--- src/rtl/uart_pkg.sv ---
// uart_pkg
//   Shared definitions for the buffered UART transmit front-end.
//   - DEFAULT_PAYLOAD_BITS : default word width shared with uart_tx
//   - tx_state_t           : launch FSM state encoding (2 bits)
package uart_pkg;

    localparam int DEFAULT_PAYLOAD_BITS = 8;

    typedef enum logic [1:0] {
        IDLE   = 2'd0,
        TRIG   = 2'd1,
        WAIT_B = 2'd2,
        WAIT_I = 2'd3
    } tx_state_t;

endpackage

--- src/rtl/uart_tx_fifo_if.sv ---
// uart_tx_fifo_if
//   Handshake bundle around uart_tx_fifo.
//   Producer side : i_wr_valid, i_wr_data -> ; <- o_wr_ready
//   uart_tx side  : <- o_tx_trig, o_tx_data ; i_tx_busy ->
//   master : the environment (producer + uart_tx)
//   slave  : uart_tx_fifo
interface uart_tx_fifo_if
    import uart_pkg::*;
#(
    parameter int PAYLOAD_BITS = DEFAULT_PAYLOAD_BITS
) ();

    logic                    i_wr_valid;
    logic [PAYLOAD_BITS-1:0] i_wr_data;
    logic                    o_wr_ready;
    logic                    o_tx_trig;
    logic [PAYLOAD_BITS-1:0] o_tx_data;
    logic                    i_tx_busy;

    modport master (
        output i_wr_valid,
        output i_wr_data,
        output i_tx_busy,
        input  o_wr_ready,
        input  o_tx_trig,
        input  o_tx_data
    );

    modport slave (
        input  i_wr_valid,
        input  i_wr_data,
        input  i_tx_busy,
        output o_wr_ready,
        output o_tx_trig,
        output o_tx_data
    );

endinterface

--- src/rtl/uart_sync_fifo.sv ---
// uart_sync_fifo
//   Generic single-clock FIFO with first-word-fall-through head output.
//   Ports:
//     clk, reset_n : clock, async active-low reset
//     push, push_data : write request; ignored while full
//     pop             : read request; ignored while empty
//     head_data       : oldest stored word, valid whenever !empty
//     level           : registered occupancy, 0..FIFO_DEPTH
//     empty, full     : occupancy flags from the pointer comparison
module uart_sync_fifo
    import uart_pkg::*;
#(
    parameter int  PAYLOAD_BITS = DEFAULT_PAYLOAD_BITS,
    parameter int  FIFO_DEPTH   = 16,
    localparam int AW           = $clog2(FIFO_DEPTH)
) (
    input  logic                    clk,
    input  logic                    reset_n,
    input  logic                    push,
    input  logic [PAYLOAD_BITS-1:0] push_data,
    input  logic                    pop,
    output logic [PAYLOAD_BITS-1:0] head_data,
    output logic [AW:0]             level,
    output logic                    empty,
    output logic                    full
);

    logic [PAYLOAD_BITS-1:0] mem [FIFO_DEPTH];
    logic [AW:0]             wr_ptr;
    logic [AW:0]             rd_ptr;
    logic                    push_ok;
    logic                    pop_ok;

    // Pointers carry one extra MSB: equal low bits with differing MSB means
    // the writer has lapped the reader once, i.e. full.
    assign empty   = (wr_ptr == rd_ptr);
    assign full    = (wr_ptr[AW] != rd_ptr[AW]) && (wr_ptr[AW-1:0] == rd_ptr[AW-1:0]);
    assign push_ok = push && !full;
    assign pop_ok  = pop && !empty;

    assign head_data = mem[rd_ptr[AW-1:0]];

    always_ff @(posedge clk) begin
        if (push_ok) begin
            mem[wr_ptr[AW-1:0]] <= push_data;
        end
    end

    always_ff @(posedge clk or negedge reset_n) begin
        if (!reset_n) begin
            wr_ptr <= '0;
            rd_ptr <= '0;
            level  <= '0;
        end else begin
            if (push_ok) begin
                wr_ptr <= wr_ptr + (AW+1)'(1);
            end
            if (pop_ok) begin
                rd_ptr <= rd_ptr + (AW+1)'(1);
            end
            if (push_ok && !pop_ok) begin
                level <= level + (AW+1)'(1);
            end else if (pop_ok && !push_ok) begin
                level <= level - (AW+1)'(1);
            end
        end
    end

endmodule

--- src/rtl/uart_tx_fifo.sv ---
// uart_tx_fifo
//   Buffered transmit front-end for uart_tx (same clock domain). Queues
//   producer words and launches them one at a time with a single-cycle
//   trigger, waiting for uart_tx to finish each frame.
//   Ports:
//     clk, reset_n  : clock, async active-low reset
//     bus (slave)   : producer valid/ready + uart_tx trig/data/busy
//     i_clr_sticky  : clears o_overflow and o_tx_err (wins over a set)
//     o_level       : FIFO occupancy, 0..FIFO_DEPTH
//     o_empty/o_full: occupancy flags
//     o_overflow    : sticky, a word was offered while full
//     o_tx_err      : sticky, uart_tx never raised busy after a trigger
//
//   state  | meaning
//   IDLE   | waiting for a queued word and uart_tx not busy; pops on launch
//   TRIG   | o_tx_trig high for this one cycle; timeout counter cleared
//   WAIT_B | waiting for busy to rise; gives up after BUSY_TIMEOUT cycles
//   WAIT_I | frame in progress; waiting for busy to fall
module uart_tx_fifo
    import uart_pkg::*;
#(
    parameter int  PAYLOAD_BITS = DEFAULT_PAYLOAD_BITS,
    parameter int  FIFO_DEPTH   = 16,
    parameter int  BUSY_TIMEOUT = 64,
    localparam int LEVEL_BITS   = $clog2(FIFO_DEPTH) + 1
) (
    input  logic                  clk,
    input  logic                  reset_n,
    uart_tx_fifo_if.slave         bus,
    input  logic                  i_clr_sticky,
    output logic [LEVEL_BITS-1:0] o_level,
    output logic                  o_empty,
    output logic                  o_full,
    output logic                  o_overflow,
    output logic                  o_tx_err
);

    localparam int CW = $clog2(BUSY_TIMEOUT) + 1;

    tx_state_t               state;
    logic [CW-1:0]           to_cnt;
    logic [PAYLOAD_BITS-1:0] head_data;
    logic                    fifo_pop;
    logic                    timeout_hit;
    logic                    overflow_hit;
    logic                    tx_trig;
    logic [PAYLOAD_BITS-1:0] tx_data;

    uart_sync_fifo #(
        .PAYLOAD_BITS (PAYLOAD_BITS),
        .FIFO_DEPTH   (FIFO_DEPTH)
    ) u_fifo (
        .clk       (clk),
        .reset_n   (reset_n),
        .push      (bus.i_wr_valid),
        .push_data (bus.i_wr_data),
        .pop       (fifo_pop),
        .head_data (head_data),
        .level     (o_level),
        .empty     (o_empty),
        .full      (o_full)
    );

    assign bus.o_wr_ready = !o_full;
    assign bus.o_tx_trig  = tx_trig;
    assign bus.o_tx_data  = tx_data;

    assign fifo_pop     = (state == IDLE) && !o_empty && !bus.i_tx_busy;
    assign timeout_hit  = (state == WAIT_B) && !bus.i_tx_busy
                          && (to_cnt == CW'(BUSY_TIMEOUT - 1));
    // The FIFO refuses the word because ready is already low, even if a pop
    // happens in the same cycle.
    assign overflow_hit = bus.i_wr_valid && o_full;

    always_ff @(posedge clk or negedge reset_n) begin
        if (!reset_n) begin
            state   <= IDLE;
            tx_trig <= 1'b0;
            tx_data <= '0;
            to_cnt  <= '0;
        end else begin
            tx_trig <= 1'b0;
            unique case (state)
                IDLE: begin
                    if (fifo_pop) begin
                        tx_data <= head_data;
                        tx_trig <= 1'b1;
                        state   <= TRIG;
                    end
                end
                TRIG: begin
                    to_cnt <= '0;
                    state  <= WAIT_B;
                end
                WAIT_B: begin
                    if (bus.i_tx_busy) begin
                        state <= WAIT_I;
                    end else if (timeout_hit) begin
                        // uart_tx never accepted the word; drop it and move on.
                        state <= IDLE;
                    end else begin
                        to_cnt <= to_cnt + CW'(1);
                    end
                end
                WAIT_I: begin
                    if (!bus.i_tx_busy) begin
                        state <= IDLE;
                    end
                end
                default: state <= IDLE;
            endcase
        end
    end

    always_ff @(posedge clk or negedge reset_n) begin
        if (!reset_n) begin
            o_overflow <= 1'b0;
            o_tx_err   <= 1'b0;
        end else if (i_clr_sticky) begin
            o_overflow <= 1'b0;
            o_tx_err   <= 1'b0;
        end else begin
            if (overflow_hit) begin
                o_overflow <= 1'b1;
            end
            if (timeout_hit) begin
                o_tx_err <= 1'b1;
            end
        end
    end

endmodule

--- src/flat_wrapper.sv ---
// flat-port wrapper written by rule: the top's interface ports become plain ports
module uart_tx_fifo_flat import uart_pkg::*;
#(
    parameter int  PAYLOAD_BITS = DEFAULT_PAYLOAD_BITS,
    parameter int  FIFO_DEPTH   = 16,
    parameter int  BUSY_TIMEOUT = 64,
    localparam int LEVEL_BITS   = $clog2(FIFO_DEPTH) + 1
)
  (clk, reset_n, i_clr_sticky, o_level, o_empty, o_full, o_overflow, o_tx_err, bus_i_wr_valid, bus_i_wr_data, bus_i_tx_busy, bus_o_wr_ready, bus_o_tx_trig, bus_o_tx_data);
  uart_tx_fifo_if #(.PAYLOAD_BITS(PAYLOAD_BITS)) bus_i ();
  input  logic clk;
  input  logic reset_n;
  input  logic i_clr_sticky;
  output logic [LEVEL_BITS-1:0] o_level;
  output logic o_empty;
  output logic o_full;
  output logic o_overflow;
  output logic o_tx_err;
  input wire logic [$bits(bus_i.i_wr_valid)-1:0] bus_i_wr_valid;
  input wire logic [$bits(bus_i.i_wr_data)-1:0] bus_i_wr_data;
  input wire logic [$bits(bus_i.i_tx_busy)-1:0] bus_i_tx_busy;
  output wire logic [$bits(bus_i.o_wr_ready)-1:0] bus_o_wr_ready;
  output wire logic [$bits(bus_i.o_tx_trig)-1:0] bus_o_tx_trig;
  output wire logic [$bits(bus_i.o_tx_data)-1:0] bus_o_tx_data;
  assign bus_i.i_wr_valid = bus_i_wr_valid;
  assign bus_i.i_wr_data = bus_i_wr_data;
  assign bus_i.i_tx_busy = bus_i_tx_busy;
  assign bus_o_wr_ready = bus_i.o_wr_ready;
  assign bus_o_tx_trig = bus_i.o_tx_trig;
  assign bus_o_tx_data = bus_i.o_tx_data;
  uart_tx_fifo #(.PAYLOAD_BITS(PAYLOAD_BITS), .FIFO_DEPTH(FIFO_DEPTH), .BUSY_TIMEOUT(BUSY_TIMEOUT)) u_core (.clk(clk), .reset_n(reset_n), .bus(bus_i), .i_clr_sticky(i_clr_sticky), .o_level(o_level), .o_empty(o_empty), .o_full(o_full), .o_overflow(o_overflow), .o_tx_err(o_tx_err));
endmodule
--- config.mk ---
export PLATFORM = sky130hd
export DESIGN_NAME = uart_tx_fifo_flat
export DESIGN_NICKNAME = d
export VERILOG_FILES = /design/src/rtl/uart_pkg.sv /design/src/rtl/uart_tx_fifo_if.sv /design/src/rtl/uart_sync_fifo.sv /design/src/rtl/uart_tx_fifo.sv /design/src/flat_wrapper.sv
export SDC_FILE = /design/constraint.sdc
export NUM_CORES = 1
export LEC_CHECK = 0
export CAP_MARGIN = 15
export CORE_MARGIN = 1.5
export CORE_UTILIZATION = 30
export CTS_CLUSTER_SIZE = 8
export DETAILED_ROUTE_END_ITERATION = 16
export GPL_TIMING_DRIVEN = 0
export SKIP_CTS_REPAIR_TIMING = 1
export SLEW_MARGIN = 40
export SYNTH_ARGS = -nofsm -noshare
export SYNTH_HDL_FRONTEND = slang
export SYNTH_SLANG_ARGS = --single-unit
--- constraint.sdc ---
create_clock -name clk -period 2.7 [get_ports clk]
set_input_delay 0.81 -clock clk [delete_from_list [all_inputs] [get_ports clk]]
set_output_delay 0.81 -clock clk [all_outputs]
set_load 0.02 [all_outputs]
Word-level counts from Yosys, hierarchy flattened. Memory sizes are Yosys's and may differ from the RTL's. A register that Yosys moved wholly into a read port is not among the register bits. Cells that the tools add are included.

Flip-flop bits (word level): 27. RAM bits: 128. Memories kept: 1.

Add/subtract/negate cells: 5. Mux-type cells: 18. Reductions and logical operators: 24. Equality and inequality tests: 12.

Memory list: u_core.u_fifo.mem (depth 16, width 8, rd ports 1, clocked after Yosys merged registers in 1, write ports 1, RTL line uart_sync_fifo.sv:28) `logic [PAYLOAD_BITS-1:0] mem [FIFO_DEPTH];`.

Operator list (number): 5-bit by 1-bit adder with 5-bit output (second input constant) (3); 7-bit 2-to-1 mux (2); 7-bit one-hot mux with 2 select lines (1); 1-bit logical AND (10); 5-bit 2-to-1 mux (2); 1-bit 2-to-1 mux (8); 2-bit 2-to-1 mux (4); 2-bit inequality test (second input constant) (4); 2-bit one-hot mux with 4 select lines (1); 2-bit nonzero test (4); 7-bit by 1-bit adder with 7-bit output (second input constant) (1); 7-bit by 6-bit equality test with 1-bit output (second input constant) (1); 1-bit zero test (6); 3-bit AND reduction (2); 5-bit equality test (1); 5-bit by 1-bit subtractor with 5-bit output (second input constant) (1); 2-bit equality test (second input constant) (2); 4-bit equality test (1); 3-bit by 2-bit inequality test with 1-bit output (second input constant) (1); 2-bit by 1-bit equality test with 1-bit output (second input constant) (1); 2-bit zero test (1); 2-bit AND reduction (1); 1-bit inequality test (1).

Logic depth before layout (Yosys ltp).
Depth after elaboration: 8. Depth in mapped cells: 14. Gate-level depth less buffers: 12.

By module. Synthesis repeated with hierarchy kept, for this count alone.

Cells, all modules: 388. Area total of the unflattened synthesis: 6894.1 um2.

Modules (own cells, without submodules): uart_sync_fifo (sequential area each 4219.0 um2, cells each 308, times used 1, area an instance 5974.5 um2); uart_tx_fifo (sequential area each 500.5 um2, cells each 80, times used 1, area an instance 919.6 um2).

Least setup slack after synthesis. No wires, ideal clock.

Path type: reg-to-reg. Start point: reg u_core.u_fifo.wr_ptr[2]. End point: reg u_core.u_fifo.level[4]. Period minus slack after synthesis: 2.868 ns. Required time: 2.570 ns. Arrival: 2.738 ns. Stages on the path, launching flop included: 15. Setup slack: -0.168 ns. Path through: dfrtp_1 buf_4 xnor2_1 and4_4 a2111oi_4 buf_2 inv_2 ha_1 inv_1 ha_1 a21o_1 a21oi_1 xnor2_1 nor2_1 xor2_1.

Word-level cells in the longest chain between the ends: 8. Elaborated cells between the ends (all ways): 15.

RTL lines: from (decl) (RTL line uart_sync_fifo.sv:29) `logic [AW:0] wr_ptr;`; from (signal assigned) (RTL line uart_sync_fifo.sv:56) `wr_ptr <= wr_ptr + (AW+1)'(1);`; 5-bit equality test (RTL line uart_sync_fifo.sv:36) `assign empty = (wr_ptr == rd_ptr);`; 1-bit zero test (RTL line uart_sync_fifo.sv:39, uart_tx_fifo.sv:68); 1-bit logical AND (2 in a row) (RTL line uart_tx_fifo.sv:68) `assign fifo_pop = (state == IDLE) && !o_empty && !bus.i_tx_busy;`; 1-bit logical AND (RTL line uart_sync_fifo.sv:39) `assign pop_ok = pop && !empty;`; 1-bit zero test (RTL line uart_sync_fifo.sv:61) `if (push_ok && !pop_ok) begin`; 1-bit logical AND (RTL line uart_sync_fifo.sv:61); 5-bit 2-to-1 mux / 2-bit nonzero test (equally long branches); to (signal assigned) (RTL line uart_sync_fifo.sv:62) `level <= level + (AW+1)'(1);`; to (signal assigned) (RTL line uart_sync_fifo.sv:64) `level <= level - (AW+1)'(1);`; to (decl) (RTL line uart_sync_fifo.sv:23) `output logic [AW:0] level,`.

Parallel ways exist; a longest one is shown, timed or not. A chain may end at the register's enable or synchronous reset.

Worst setup path after layout.
Start point: reg u_core.u_fifo.rd_ptr[2]. End point: reg u_core.u_fifo.level[4].

Word-level cells in the longest chain between the ends: 8. Elaborated cells between the ends (all ways): 15.

RTL lines: from (decl) (RTL line uart_sync_fifo.sv:30) `logic [AW:0] rd_ptr;`; from (signal assigned) (RTL line uart_sync_fifo.sv:59) `rd_ptr <= rd_ptr + (AW+1)'(1);`; 5-bit equality test (RTL line uart_sync_fifo.sv:36); 1-bit zero test (RTL line uart_sync_fifo.sv:39, uart_tx_fifo.sv:68); 1-bit logical AND (2 in a row) (RTL line uart_tx_fifo.sv:68); 1-bit logical AND (RTL line uart_sync_fifo.sv:39); 1-bit zero test (RTL line uart_sync_fifo.sv:61); 1-bit logical AND (RTL line uart_sync_fifo.sv:61); 5-bit 2-to-1 mux / 2-bit nonzero test (equally long branches).

Parallel ways exist; a longest one is shown, timed or not.

==> impl_results.md <==
* Outcome: finished clean
* CP cell instances: buf_6 > xnor2_2 > and4_4 > a2111oi_4 > buf_6 > inv_4 > ha_4 > inv_4 > ha_4 > a21o_1 > a21oi_2 > xnor2_1 > nor2_1 > xor2_1
* Synthesized area at approximately 6800 um^2
* Clk_lat worst skew at between 400 and 500 ps
* Worst EP arrival at between 2000 and 3000 ps
* Drt total wl at roughly 14000 um
* Combinational power share at between 30% and 40%
* Final Skew at approximately 11 ps
* Seq/Total Area, Yosys at between 60% and 70%
* Register share of total power at 36.8%
* Post-synthesis adder-cell area fraction at approximately 2.1%
* Gpl congestion at around 0.8
* # IOs at 32
* Antenna diodes at 0
* Row count at 54
* Clock Sinks at 163
* Top delay family on crit path: compound AO/OA/AOI/OAI gates
* Final hold vios at 0
* DR vias/cell at about 4.8
* Vias in the first global route at approximately 3700
* YS warnings at 0
* First-pass GRT wire length at between 20000 and 25000 um
* Antenna violations before repair at 0
* Psw at ~2.9 mW
* Inserted Clock Buffers at 17
* Drc violations at 0
* Die Wd at 154 um
* Clock Pin Slew Worst Setup and Hold Paths at around 60 ps
* Worst Setup Start Kind: flip-flop
* MaxCap Viol Count at 0
* Met2 usage at 19.8%
* Commonest cells after routing, fill and taps aside: edfxtp_1, dfrtp_1, clkdlybuf4s50_1
* Commonest non-fill, non-tap cell in the layout: edfxtp_1
* Largest net degree at the start of global routing at 21
* Final Cycle Share at between 90% and 100%
* Leading area contributor after synthesis: edfxtp_1
* Router iterations before antenna repair at 6
* # setup viols final at 0
* Initial Util at between 30 and 40%
* Peak Freq at approximately 0.38 GHz
* Number of port buffers at 31
* Synth async-reset ratio at 21.5%
* CTS Root Cell: clkbuf_16
* Total die area at ~24000 um^2
* CP bufs+invs at 4
* VDD IR max at approximately 0.37 mV
* Overall Global Routing Usage at about 12%
* Synth Area in Simple Gates at between 6 and 7%
* Compound-Gate Fraction of Synth Area at approximately 4.8%
* Main synth FF type: edfxtp_1
* Fin crit period at roughly 2600 ps
* Final Total Pwr at around 9.2 mW
* Sw Share at between 30% and 40%
* XOR/XNOR Fraction of Synth Area at about 2.7%
* Dpl hpwl at approximately 9100 um
* Core area at 22000 um^2
* Power Internal at around 6.2 mW
* Leak pwr at about 3.0 nW
* Number of synthesized flops with an enable pin at 128
* Iter 0 DRT Violations at 270
* Mapped Cells at 398
* Top-area cell type share of the netlist area at a little under three fifths
* Critical-path top delay cell: a2111oi_4
* Setup crit end kind: flip-flop
* Share of cells above drive strength 1 at 17.9%
* Slowest stage delay, CP at just over 400 ps
* Gr ovfl total at 0
* Routed length per instance at between 15 and 20 um
* Met1 Track Usage GR at 16.4%
* Syn Nets at 422
* Worst Max-Slew Pin Slew at between 700 and 800 ps
* Yosys reg bits at between 150 and 200
* Hold Path Class: in2async
* Setup CP Type: reg2reg
* Data required, critical path at about 3000 ps
* Final setup margin at 52.3 ps
* Nets@finish at 479
* Avg Cell Area, Syn at around 17 um^2
* Max clock buf depth at 2
* Clk pwr share at between 20% and 30%
* H-tree Lvls at 4
* Post-synth cell types at 38
* Mux cell area share after synthesis at 11.9%
* Max Slew Vio Count at 0
* Antenna Nets Post-Route at 0
* RSZ-0062 raised after global routing: yes
* # fillers at roughly 2000
* Area Growth Syn to Fin at 21.8%
* CTS tree: built
* Dpl ws at -668 ps
* Largest cells by area after synthesis: edfxtp_1, dfrtp_1, mux4_1
* Routed via count at about 3600
* Pwr dens at about 1100 nW/um^2
* Worst-path fanout max at 4
* Largest family of logic cells by synthesized area: multiplexers
* Met3 track demand over resource at under 10%
* Gr busiest metal: met2
* Die height at 154 um
* Slew margin rel. at 52.8%
==> cells by family (layout without fill, tap and decap cells) <==
| kind of cell | count (synthesis) | count (layout) |
|---|---|---|
| DFF | 163 | 163 |
| and+or+nand+nor | 86 | 86 |
| AOI/OAI and AO/OA | 47 | 47 |
| muxes | 43 | 43 |
| buffers and inverters | 27 | 97 |
| xor gates and xnor gates | 21 | 21 |
| adders and majority gates | 11 | 11 |
==> synth_stat cells, types with 7 or more instances <==
cell type / n
a211oi_1: 8
mux4_2: 7
mux2i_1: 9
mux2_2: 10
a21oi_1: 19
edfxtp_1: 128
clkbuf_1: 10
xor2_1: 7
dfrtp_1: 35
nand2_1: 12
ha_1: 10
and3_1: 17
nand4_1: 7
a2111oi_0: 8
xnor2_1: 14
nor2b_1: 19
mux4_1: 17
nor2_1: 21
==> area by class of cell <==
cell class | instances | area [um^2] | area share [%]
tap | 280 | 350 | 4.23
sequential | 163 | 4720 | 56.9
inverter | 5 | 23.8 | 0.287
clock inverter | 13 | 194 | 2.34
timing repair buffer | 38 | 385 | 4.65
multi-input combinational | 208 | 1980 | 23.9
buffer | 22 | 180 | 2.17
clock buffer | 19 | 453 | 5.46
==> path summary, 6_finish.rpt <==
kind | endpoint | depth (start not counted) | start | slack (ps)
max | u_core.u_fifo.level[4]$_DFFE_PN0P_ | 14 | u_core.u_fifo.rd_ptr[2]$_DFFE_PN0P_ | 50
min | u_core.u_fifo.rd_ptr[3]$_DFFE_PN0P_ | 1 | reset_n | 310
min reg2reg | u_core.u_fifo.level[4]$_DFFE_PN0P_ | 1 | u_core.u_fifo.level[4]$_DFFE_PN0P_ | 470
max in group asynchronous | u_core.u_fifo.wr_ptr[2]$_DFFE_PN0P_ | 2 | reset_n | 1950
min in group clk | u_core.u_fifo.level[4]$_DFFE_PN0P_ | 1 | u_core.u_fifo.level[4]$_DFFE_PN0P_ | 470
max reg2reg | u_core.u_fifo.level[4]$_DFFE_PN0P_ | 14 | u_core.u_fifo.rd_ptr[2]$_DFFE_PN0P_ | 50
==> sequential cells by signal (all words and copies together) (netlist names) <==
name and count:
u_core.u_fifo.mem 128, u_core.o_tx_err 1, u_core.u_fifo.wr_ptr 5, u_core.u_fifo.rd_ptr 5, u_core.state 2, u_core.bus.o_tx_data 8
u_core.to_cnt 7, u_core.u_fifo.level 5, u_core.bus.o_tx_trig 1, u_core.o_overflow 1
==> metal layers <==
| metal | vias up | part of all wire (%) | wire, um |
|---|---|---|---|
| met2 | 83 | 49 | 6760 |
| met4 | 0 | 1.0 | 142 |
| met1 | 1809 | 47 | 6500 |
| li1 | 1667 | - | - |
| met3 | 9 | 3.8 | 523 |
| met5 | - | 0 | 0 |
==> power groups by stage <==
stage               registers, mW  clock network [mW]  logic, mW
floorplan                    3.49                   0       1.96
global placement             3.40                   0       2.95
detailed placement           3.43                   0       3.02
CTS                          3.38                2.64       3.05
global route                 3.43                2.74       3.45
finish                       3.38                2.61       3.18
==> through the flow <==
step                cells  utilization [%]  instance area, um^2  hold slack (ps)  TNS, ps
finish                748             37.6                 8290              314        0
global route          748             37.6                 8290              320    -85.8
CTS                   742             37.0                 8160              310    -1380
detailed placement    710             34.1                 7510              469    -9210
global placement      709             34.0                 7490              457   -11160
floorplan             398                -                 6830              472        0
(Power assumes the default switching activity.)
